File: config.mk
export PLATFORM = sky130hd
export DESIGN_NAME = piso_tx
export DESIGN_NICKNAME = d
export VERILOG_FILES = /design/src/rtl/piso_pkg.sv /design/src/rtl/piso_tx.sv
export SDC_FILE = /design/constraint.sdc
export NUM_CORES = 1
export LEC_CHECK = 0
export ABC_CLOCK_PERIOD_IN_PS = 1500
export BUFFER_PORTS_ARGS = -buffer_cell sky130_fd_sc_hd__buf_2
export CELL_PAD_IN_SITES_DETAIL_PLACEMENT = 2
export CELL_PAD_IN_SITES_GLOBAL_PLACEMENT = 2
export CORE_UTILIZATION = 25
export CTS_CLUSTER_DIAMETER = 200
export DETAILED_ROUTE_END_ITERATION = 10
export PLACE_DENSITY_LB_ADDON = 0.2
export SLEW_MARGIN = 25
export SYNTH_ARGS = -nofsm -noshare
export SYNTH_HDL_FRONTEND = slang
export SYNTH_SLANG_ARGS = --single-unit
File: constraint.sdc
create_clock -name clk -period 1.5 [get_ports clk]
set_input_delay 0.15 -clock clk [delete_from_list [all_inputs] [get_ports clk]]
set_output_delay 0.15 -clock clk [all_outputs]
set_load 0.05 [all_outputs]
File: src/rtl/piso_pkg.sv
// Shared definitions for the parallel-in serial-out transmitter.
package piso_pkg;

    typedef enum logic [0:0] {
        IDLE  = 1'b0,
        SHIFT = 1'b1
    } piso_state_e;

endpackage

File: src/rtl/piso_tx.sv
// Serializes a WIDTH-bit word LSB first with valid/last framing and
// supports back-to-back words by reloading on the last-bit edge.
module piso_tx
    import piso_pkg::*;
#(
    parameter int WIDTH = 4
) (
    input  logic             clk,
    input  logic             rst,
    input  logic [WIDTH-1:0] din,
    input  logic             load_valid,
    output logic             load_ready,
    output logic             so,
    output logic             so_valid,
    output logic             so_last,
    output logic             busy
);

    localparam int CW = $clog2(WIDTH);
    localparam logic [CW-1:0] LAST_CNT = CW'(WIDTH - 1);

    piso_state_e      state_q, state_d;
    logic [WIDTH-1:0] sr_q, sr_d;
    logic [CW-1:0]    cnt_q, cnt_d;

    // Outputs depend on registered state only; load_valid never reaches them.
    assign so_last    = (state_q == SHIFT) && (cnt_q == LAST_CNT);
    assign so_valid   = (state_q == SHIFT);
    assign so         = so_valid & sr_q[0];
    assign busy       = so_valid;
    assign load_ready = (state_q == IDLE) || so_last;

    always_comb begin
        state_d = state_q;
        sr_d    = sr_q;
        cnt_d   = cnt_q;
        unique case (state_q)
            IDLE: begin
                if (load_valid) begin
                    state_d = SHIFT;
                    sr_d    = din;
                    cnt_d   = '0;
                end
            end
            SHIFT: begin
                if (so_last) begin
                    cnt_d = '0;
                    if (load_valid) begin
                        sr_d = din;
                    end else begin
                        state_d = IDLE;
                        sr_d    = '0;
                    end
                end else begin
                    sr_d  = sr_q >> 1;
                    cnt_d = cnt_q + CW'(1);
                end
            end
            default: begin
                state_d = IDLE;
                sr_d    = '0;
                cnt_d   = '0;
            end
        endcase
    end

    always_ff @(posedge clk) begin
        if (rst) begin
            state_q <= IDLE;
            sr_q    <= '0;
            cnt_q   <= '0;
        end else begin
            state_q <= state_d;
            sr_q    <= sr_d;
            cnt_q   <= cnt_d;
        end
    end

endmodule

; Word level (Yosys, flattened, before mapping)
; Cells that the tools add are included.
[word_totals]
reg_bits = 7
inputBits = 7
output_inout_bits = 5
[classes]
n_addsub = 1
eq_ne = 2
muxes = 10
bitwise = 2
n_reduce_logical = 2
[ops]
columns = op, n
row1 = 2-to-1 mux 4 bit, 3
row2 = case mux 4 bit (2 select lines), 1
row3 = 2-to-1 mux 2 bit, 2
row4 = case mux 2 bit (2 select lines), 1
row5 = "adder 2 x 1 -> 2 bit, second input constant", 1
row6 = "== test 2 bit, second input constant", 1
row7 = 2-to-1 mux 1 bit, 2
row8 = "!= test 2 bit, second input constant", 1
row9 = case mux 1 bit (2 select lines), 1
row10 = AND 1 bit, 1
row11 = logical AND 1 bit, 1
row12 = logical OR 1 bit, 1
row13 = inverter 1 bit, 1

; Longest topological paths before layout
; Gate-level depths: netlist (run 1).
[depth]
ltp_word = 4
ltp_mapped = 4
ltp_nobuf = 4

; Worst setup path before layout (run 1)
; OpenSTA, ideal clock, no wires.
[synth_path]
kind = register to output
start = reg state_q, in the netlist busy
end = out so
arrival_ps = 1386
t_required_ps = 1350
setup_slack_ps = -36
path_stages_with_launch = 3
path_cell_list = dfxtp_1 buf_2 and2_1
[synth_between]
elab_chain_cells = 1
[synth_lines]
columns = item, line
row1 = from (decl), piso_tx.sv:22  ; piso_state_e state_q, state_d;
row2 = from (signal assigned), piso_tx.sv:73  ; state_q <= state_d;
row3 = AND 1 bit, piso_tx.sv:29  ; assign so = so_valid & sr_q[0];
row4 = to (decl), piso_tx.sv:13  ; output logic so,
; No other way between the ends.

; Worst setup path in the final report (run 1)
[layout_path]
start = reg cnt_q[0]
end = out load_ready
[layout_between]
elab_chain_cells = 3
[layout_lines]
columns = item, line
row1 = from (decl), piso_tx.sv:24  ; logic [CW-1:0] cnt_q, cnt_d;
row2 = from (signal assigned), piso_tx.sv:75  ; cnt_q <= cnt_d;
row3 = == test 2 bit, piso_tx.sv:27  ; assign so_last = (state_q == SHIFT) && (cnt_q == LAST_CNT);
row4 = logical AND 1 bit, piso_tx.sv:27
row5 = logical OR 1 bit, piso_tx.sv:31  ; assign load_ready = (state_q == IDLE) || so_last;
row6 = to (decl), piso_tx.sv:12  ; output logic load_ready,
; No other way between the ends.

==> results by group, run 1 <==
Global route
  • First-pass GRT wire length: 1442 um
  • Number of global-route vias before repair: roughly 320
  • Largest net degree at the start of global routing: 16
  • Initial antenna violation count: 0
  • Met1 Use GR: approximately 17%
  • GR peak layer: met2
  • All-Layer GR Usage: between 10 and 15%
  • GR Overflow Total: 0
  • Met2 track demand over resource: 20.63%
  • GR Layer Usage met3: 8.333%

Placed design
  • DP Worst Slack: 0.2128 ns
  • DPL Wire Length: 628.9 um
  • Gpl congestion: 0.6965
  • Placement Cell Area: 420.4 um2
  • IO Port Bufs: 11

Synthesis
  • Synth Register Bits: 7
  • Count leader, synth: dfxtp_1
  • EDFF count, synth: 0
  • Main area contributors after synthesis: dfxtp_1 (38%), a32oi_1 (7.1%), a211oi_1 (6.1%)
  • Synth top cells by count: dfxtp_1 (7), nor2_1 (6), inv_1 (4)
  • Yosys synthesis warning count: 0
  • Synth Flop Type: dfxtp_1
  • Post-Syn Nets: 50
  • Post-synthesis sequential area ratio: 37.97%
  • Synth cell types: 19
  • Area of the mapped netlist: 369.1 um2
  • Average size of a mapped cell: 8.788 um2
  • Async S/R FF share, synth: 0%
  • Yosys top cell area share: 37.97%
  • Yosys top cell by area: dfxtp_1
  • Syn Inst Count: 42

Die
  • Initial Util: between 20 and 30%
  • # IOs: 12
  • DIE AREA: ~0.0016 mm2
  • Rows: 13
  • Die height: just over 40 um
  • Core footprint: 0.001334 mm2
  • Die W: between 40 and 50 um

Critical path
  • Setup crit end kind: output port
  • WS Path Type: reg2out
  • Crit path launch type: flip-flop
  • Crit path max fanout: 6
  • Worst EP arrival: 1.26 ns
  • Crit path required time: 1.35 ns

Finish
  • Layout cells sized above 1: a little under two fifths
  • Area growth from synthesis to layout: 29.15%
  • Final nets: 65
  • Post-Layout Inst Area: between 400 and 500 um2
  • Fill count: 165
  • Number of diodes: 0

Timing
  • Crit share post-route: between 90% and 100%
  • Slew HR: 82.78%
  • Finish-stage setup viols: 0
  • Max Clock Skew: 0.01020 ns
  • Tmin final: roughly 1.4 ns
  • Max-slew violation count: 0
  • Hold slack final: 0.1499 ns
  • Slew @ Worst Pin: between 0.2 and 0.3 ns
  • Setup TNS: 0 ns
  • Hold Fails Final Rpt: 0
  • FMAX: 709.4 MHz
  • RSZ-0062 raised after global routing: false
  • Min setup slack post-route: 0.09043 ns

Detailed routing
  • DRC viols: 0
  • Drt pass-1 iters: 2
  • Vias: between 300 and 400
  • Post-route ant nets: 0
  • Routed WL: between 900 and 1000 um
  • Vias/cell: 4.930
  • Iteration-0 DRC Markers: 1
  • Wire per inst: 13.20 um

Clocking
  • Num CTS Buffers: 3
  • Clk buf depth: 2
  • CTS tree: done
  • H-tree depth: 1
  • Clk slew on worst S/H paths: around 0.060 ns
  • Worst skew pair latency: ~0.26 ns
  • CTS Hold Bufs: 0
  • CTS root buf: clkbuf_4
  • Clock sink total: 7

Run
  • Maxcap violations: 0

Power and ir drop
  • Peak VDD IR: around 0.39 mV
  • Leakage: roughly 0.22 nW
  • PwrDens: 1023 mW/mm2

Outcome
  • Status: completed

Worst hold path
  • Worst Hold Class: in2reg
[power by group]
group	switching, mW	leakage, nW	internal [mW]
clock network	0.0797	0.0150	0.102
logic	0.0563	0.150	0.0381
registers	0.0130	0.0583	0.198
[layer usage]
layer / up-vias / share of wire [%]
met4: 0 / 0
met5: - / 0
met3: 0 / 6.7
met1: 161 / 45
met2: 11 / 48
li1: 178 / -
[per-stage QoR]
step                power [mW]  utilization (%)  std cells
finish                  0.4877            35.74         71
detailed placement      0.3027            31.52         65
CTS                     0.4862            34.05         69
global route            0.5163            35.74         71
global placement        0.2993            31.52         65
floorplan               0.2793                -         42
[final timing paths]
check / startpoint / endpoint / slack, ns / cells after the start
max reg2reg: cnt_q[0] / sr_q[2] / 0.28 / 5
min reg2reg: cnt_q[0] / cnt_q[0] / 0.55 / 2
min: rst / busy / 0.15 / 2
max: cnt_q[0] / load_ready / 0.09 / 4
[logic make-up after synthesis]
group | Yosys count | synth area share (%)
AOI/OAI and AO/OA | 11 | 23.39
adders and majority gates | 1 | 3.389
DFF | 7 | 37.96
muxes | 2 | 5.424
and+or+nand+nor | 14 | 19.32
buffers and inverters | 7 | 10.51
[layout make-up]
cell class | count | area, um2 | area share [%]
multi-input cells | 28 | 197.7 | 41.47
flip-flops and latches | 7 | 143.9 | 30.18
repair buffers | 13 | 75.07 | 15.75
clock buffers | 4 | 26.28 | 5.512
well taps | 15 | 18.77 | 3.937
inverters | 4 | 15.01 | 3.150
[repair_timing]
item                       4_1_cts  5_1_grt
gates resized for setup          2        3
buffers inserted                 0        2
pin swaps                        0        0
setup endpoints to repair        1        2
cloned                           0        0
[cell usage in the layout, fill, tap and decap left out]
| cell type | n |
|---|---|
| dfxtp_4 | 1 |
| buf_2 | 9 |
| mux2i_1 | 2 |
| a21oi_1 | 1 |
| nor2b_4 | 1 |
| a21o_1 | 1 |
| buf_4 | 2 |
| ha_2 | 1 |
| nor2_1 | 6 |
| nor3_1 | 3 |
| a21o_2 | 2 |
| clkbuf_1 | 1 |
| clkbuf_4 | 5 |
| o21a_1 | 1 |
| inv_1 | 4 |
| nor3b_1 | 1 |
| and2_1 | 2 |
| nand3_1 | 1 |
| a211oi_1 | 3 |
| a32oi_1 | 3 |
| dfxtp_1 | 6 |
[sequential cells by signal (all words and copies together) (netlist names)]
signal	count
cnt_q	2
sr_q	4
busy	1
[critical path, stage by stage (launching register included)]
cell and delay (ns):
dfxtp_1 0.32, ha_2 0.24, nor2b_4 0.18, inv_1 0.06
clkbuf_4 0.20
Note: power is estimated with default switching activity, not from simulation.
==> run 2, diff against run 1 <==
--- a/config.mk
+++ b/config.mk
@@ -5,11 +5,11 @@
 export SDC_FILE = /design/constraint.sdc
 export NUM_CORES = 1
 export LEC_CHECK = 0
-export ABC_CLOCK_PERIOD_IN_PS = 1500
+export ABC_CLOCK_PERIOD_IN_PS = 1700
 export BUFFER_PORTS_ARGS = -buffer_cell sky130_fd_sc_hd__buf_2
 export CELL_PAD_IN_SITES_DETAIL_PLACEMENT = 2
 export CELL_PAD_IN_SITES_GLOBAL_PLACEMENT = 2
-export CORE_UTILIZATION = 25
+export CORE_UTILIZATION = 27
 export CTS_CLUSTER_DIAMETER = 200
 export DETAILED_ROUTE_END_ITERATION = 10
 export PLACE_DENSITY_LB_ADDON = 0.2
==> constraint.sdc (replaced) <==
create_clock -name clk -period 1.7 [get_ports clk]
set_input_delay 0.17 -clock clk [delete_from_list [all_inputs] [get_ports clk]]
set_output_delay 0.17 -clock clk [all_outputs]
set_load 0.05 [all_outputs]
==> results by group, run 2 (synthesis gave the netlist of run 1 again) <==
Outcome
  • Status: completed

Detailed routing
  • Wire length on met1: 389 um
  • Wire per inst: 14.24 um
  • Top routing layer used: met4
  • Iteration-0 DRC Markers: 1
  • Routed WL: 968 um
  • Vias: 344
  • Post-route ant nets: 0
  • Met2 wire len: 516 um
  • DRC viols: 0
  • Met3 wire length: 50 um
  • Vias/cell: a little over 5
  • Drt pass-1 iters: 2

Critical path
  • CP Depth: 4
  • Crit path launch type: flip-flop
  • Crit path buf inv count: 2
  • Setup crit end kind: output port
  • Crit path required time: 1.53 ns
  • Worst EP arrival: 1.42 ns
  • Delay-heaviest family, CP: flip-flops
  • Worst-path cell chain: ha_1, nor2b_2, inv_1, buf_2
  • Crit path max fanout: 6
  • WS Path Type: reg2out
  • Crit path max-delay cell type: dfxtp_1
  • Register-to-Register Path Depth: 4
  • Crit path largest cell delay: 0.33 ns

Clocking
  • H-tree depth: 1
  • Clk buf depth: 2
  • # Post-CTS Setup Buffers: 0
  • CTS tree: done
  • Worst skew pair latency: 0.25 ns
  • CTS Hold Bufs: 0
  • Post-CTS resize count: 0
  • Clock sink total: 7
  • Clk slew on worst S/H paths: 0.05 ns
  • CTS root buf: clkbuf_4
  • Num CTS Buffers: 3

Finish
  • Area growth from synthesis to layout: 20.68%
  • Post-Layout Inst Area: 445.4 um2
  • Layout cells sized above 1: 33.33%
  • Final nets: 63
  • Largest register FFs: 4
  • Layout Cells excl Fill: 68
  • Number of diodes: 0
  • Fill count: 143
  • Most frequent cells in the layout: buf_2 (11), nor2_1 (6), dfxtp_1 (6)
  • Largest Register: sr_q
  • Leading cell type in the layout, fill and taps excluded: buf_2

Placed design
  • Placement Cell Area: 417.9 um2
  • Placed Cells: 64
  • DP Worst Slack: 0.3072 ns
  • IO Port Bufs: 11
  • Gpl congestion: 0.7020
  • DPL Wire Length: roughly 710 um

Timing
  • Min setup slack post-route: 0.1091 ns
  • Max Clock Skew: 0.001604 ns
  • RSZ-0062 raised after global routing: false
  • Crit share post-route: 93.58%
  • Max-slew violation count: 0
  • Hold slack final: 0.1757 ns
  • Hold Fails Final Rpt: 0
  • Slew HR: 82.72%
  • Tmin final: 1.591 ns
  • FMAX: approximately 630 MHz
  • Slew @ Worst Pin: ~0.26 ns
  • Setup TNS: 0 ns
  • Finish-stage setup viols: 0

Run
  • Maxcap violations: 0

Worst hold path
  • Hold path depth: 2
  • Worst Hold Class: in2reg

Die
  • Rows: 12
  • Core footprint: 0.001186 mm2
  • Die height: 38.98 um
  • Die W: 38.98 um
  • DIE AREA: 0.001519 mm2
  • # IOs: 12
  • Initial Util: 31.12%

Power and ir drop
  • Leakage: 0.2118 nW
  • Peak VDD IR: roughly 0.39 mV
  • PwrDens: 936.1 mW/mm2

Global route
  • Initial antenna violation count: 0
  • Largest net degree at the start of global routing: 16
  • GR Overflow Total: 0
  • Number of global-route vias before repair: 353
  • First-pass GRT wire length: roughly 1500 um
  • All-Layer GR Usage: 16.17%
[run 2: per-layer routing]
| layer | vias up | global-route usage [%] |
|---|---|---|
| li1 | 172 | - |
| met1 | 161 | 16.08 |
| met2 | 9 | 29.58 |
| met3 | 2 | 6.936 |
| met4 | 0 | 5.172 |
| met5 | - | 0 |
[run 2: where the power goes]
group / leakage (nW) / switching [mW] / internal [mW]
Clock: 0.0150 / 0.0637 / 0.0897
Sequential: 0.0580 / 0.0114 / 0.176
Combinational: 0.139 / 0.0488 / 0.0276
[run 2: area by class of cell]
class	instances	area, um2	share of cell area [%]
multi-input combinational	28	190.2	42.70
sequential	7	141.4	31.74
timing repair buffer	11	55.05	12.36
clock buffer	4	26.28	5.899
tap	14	17.52	3.933
inverter	4	15.01	3.371
[run 2: worst paths after layout]
path,from,end,slack [ns]
max,cnt_q[0],load_ready,0.11
min reg2reg,cnt_q[0],cnt_q[0],0.56
min,rst,sr_q[3],0.18
max reg2reg,cnt_q[0],sr_q[1],0.39
[run 2: through the flow]
step | power (mW) | utilization (%)
2_1_floorplan | 0.2460 | -
3_3_place_gp | 0.2622 | 35.23
3_5_place_dp | 0.2678 | 35.23
4_1_cts | 0.4284 | 37.45
5_1_grt | 0.4402 | 37.55
6_report | 0.4170 | 37.55
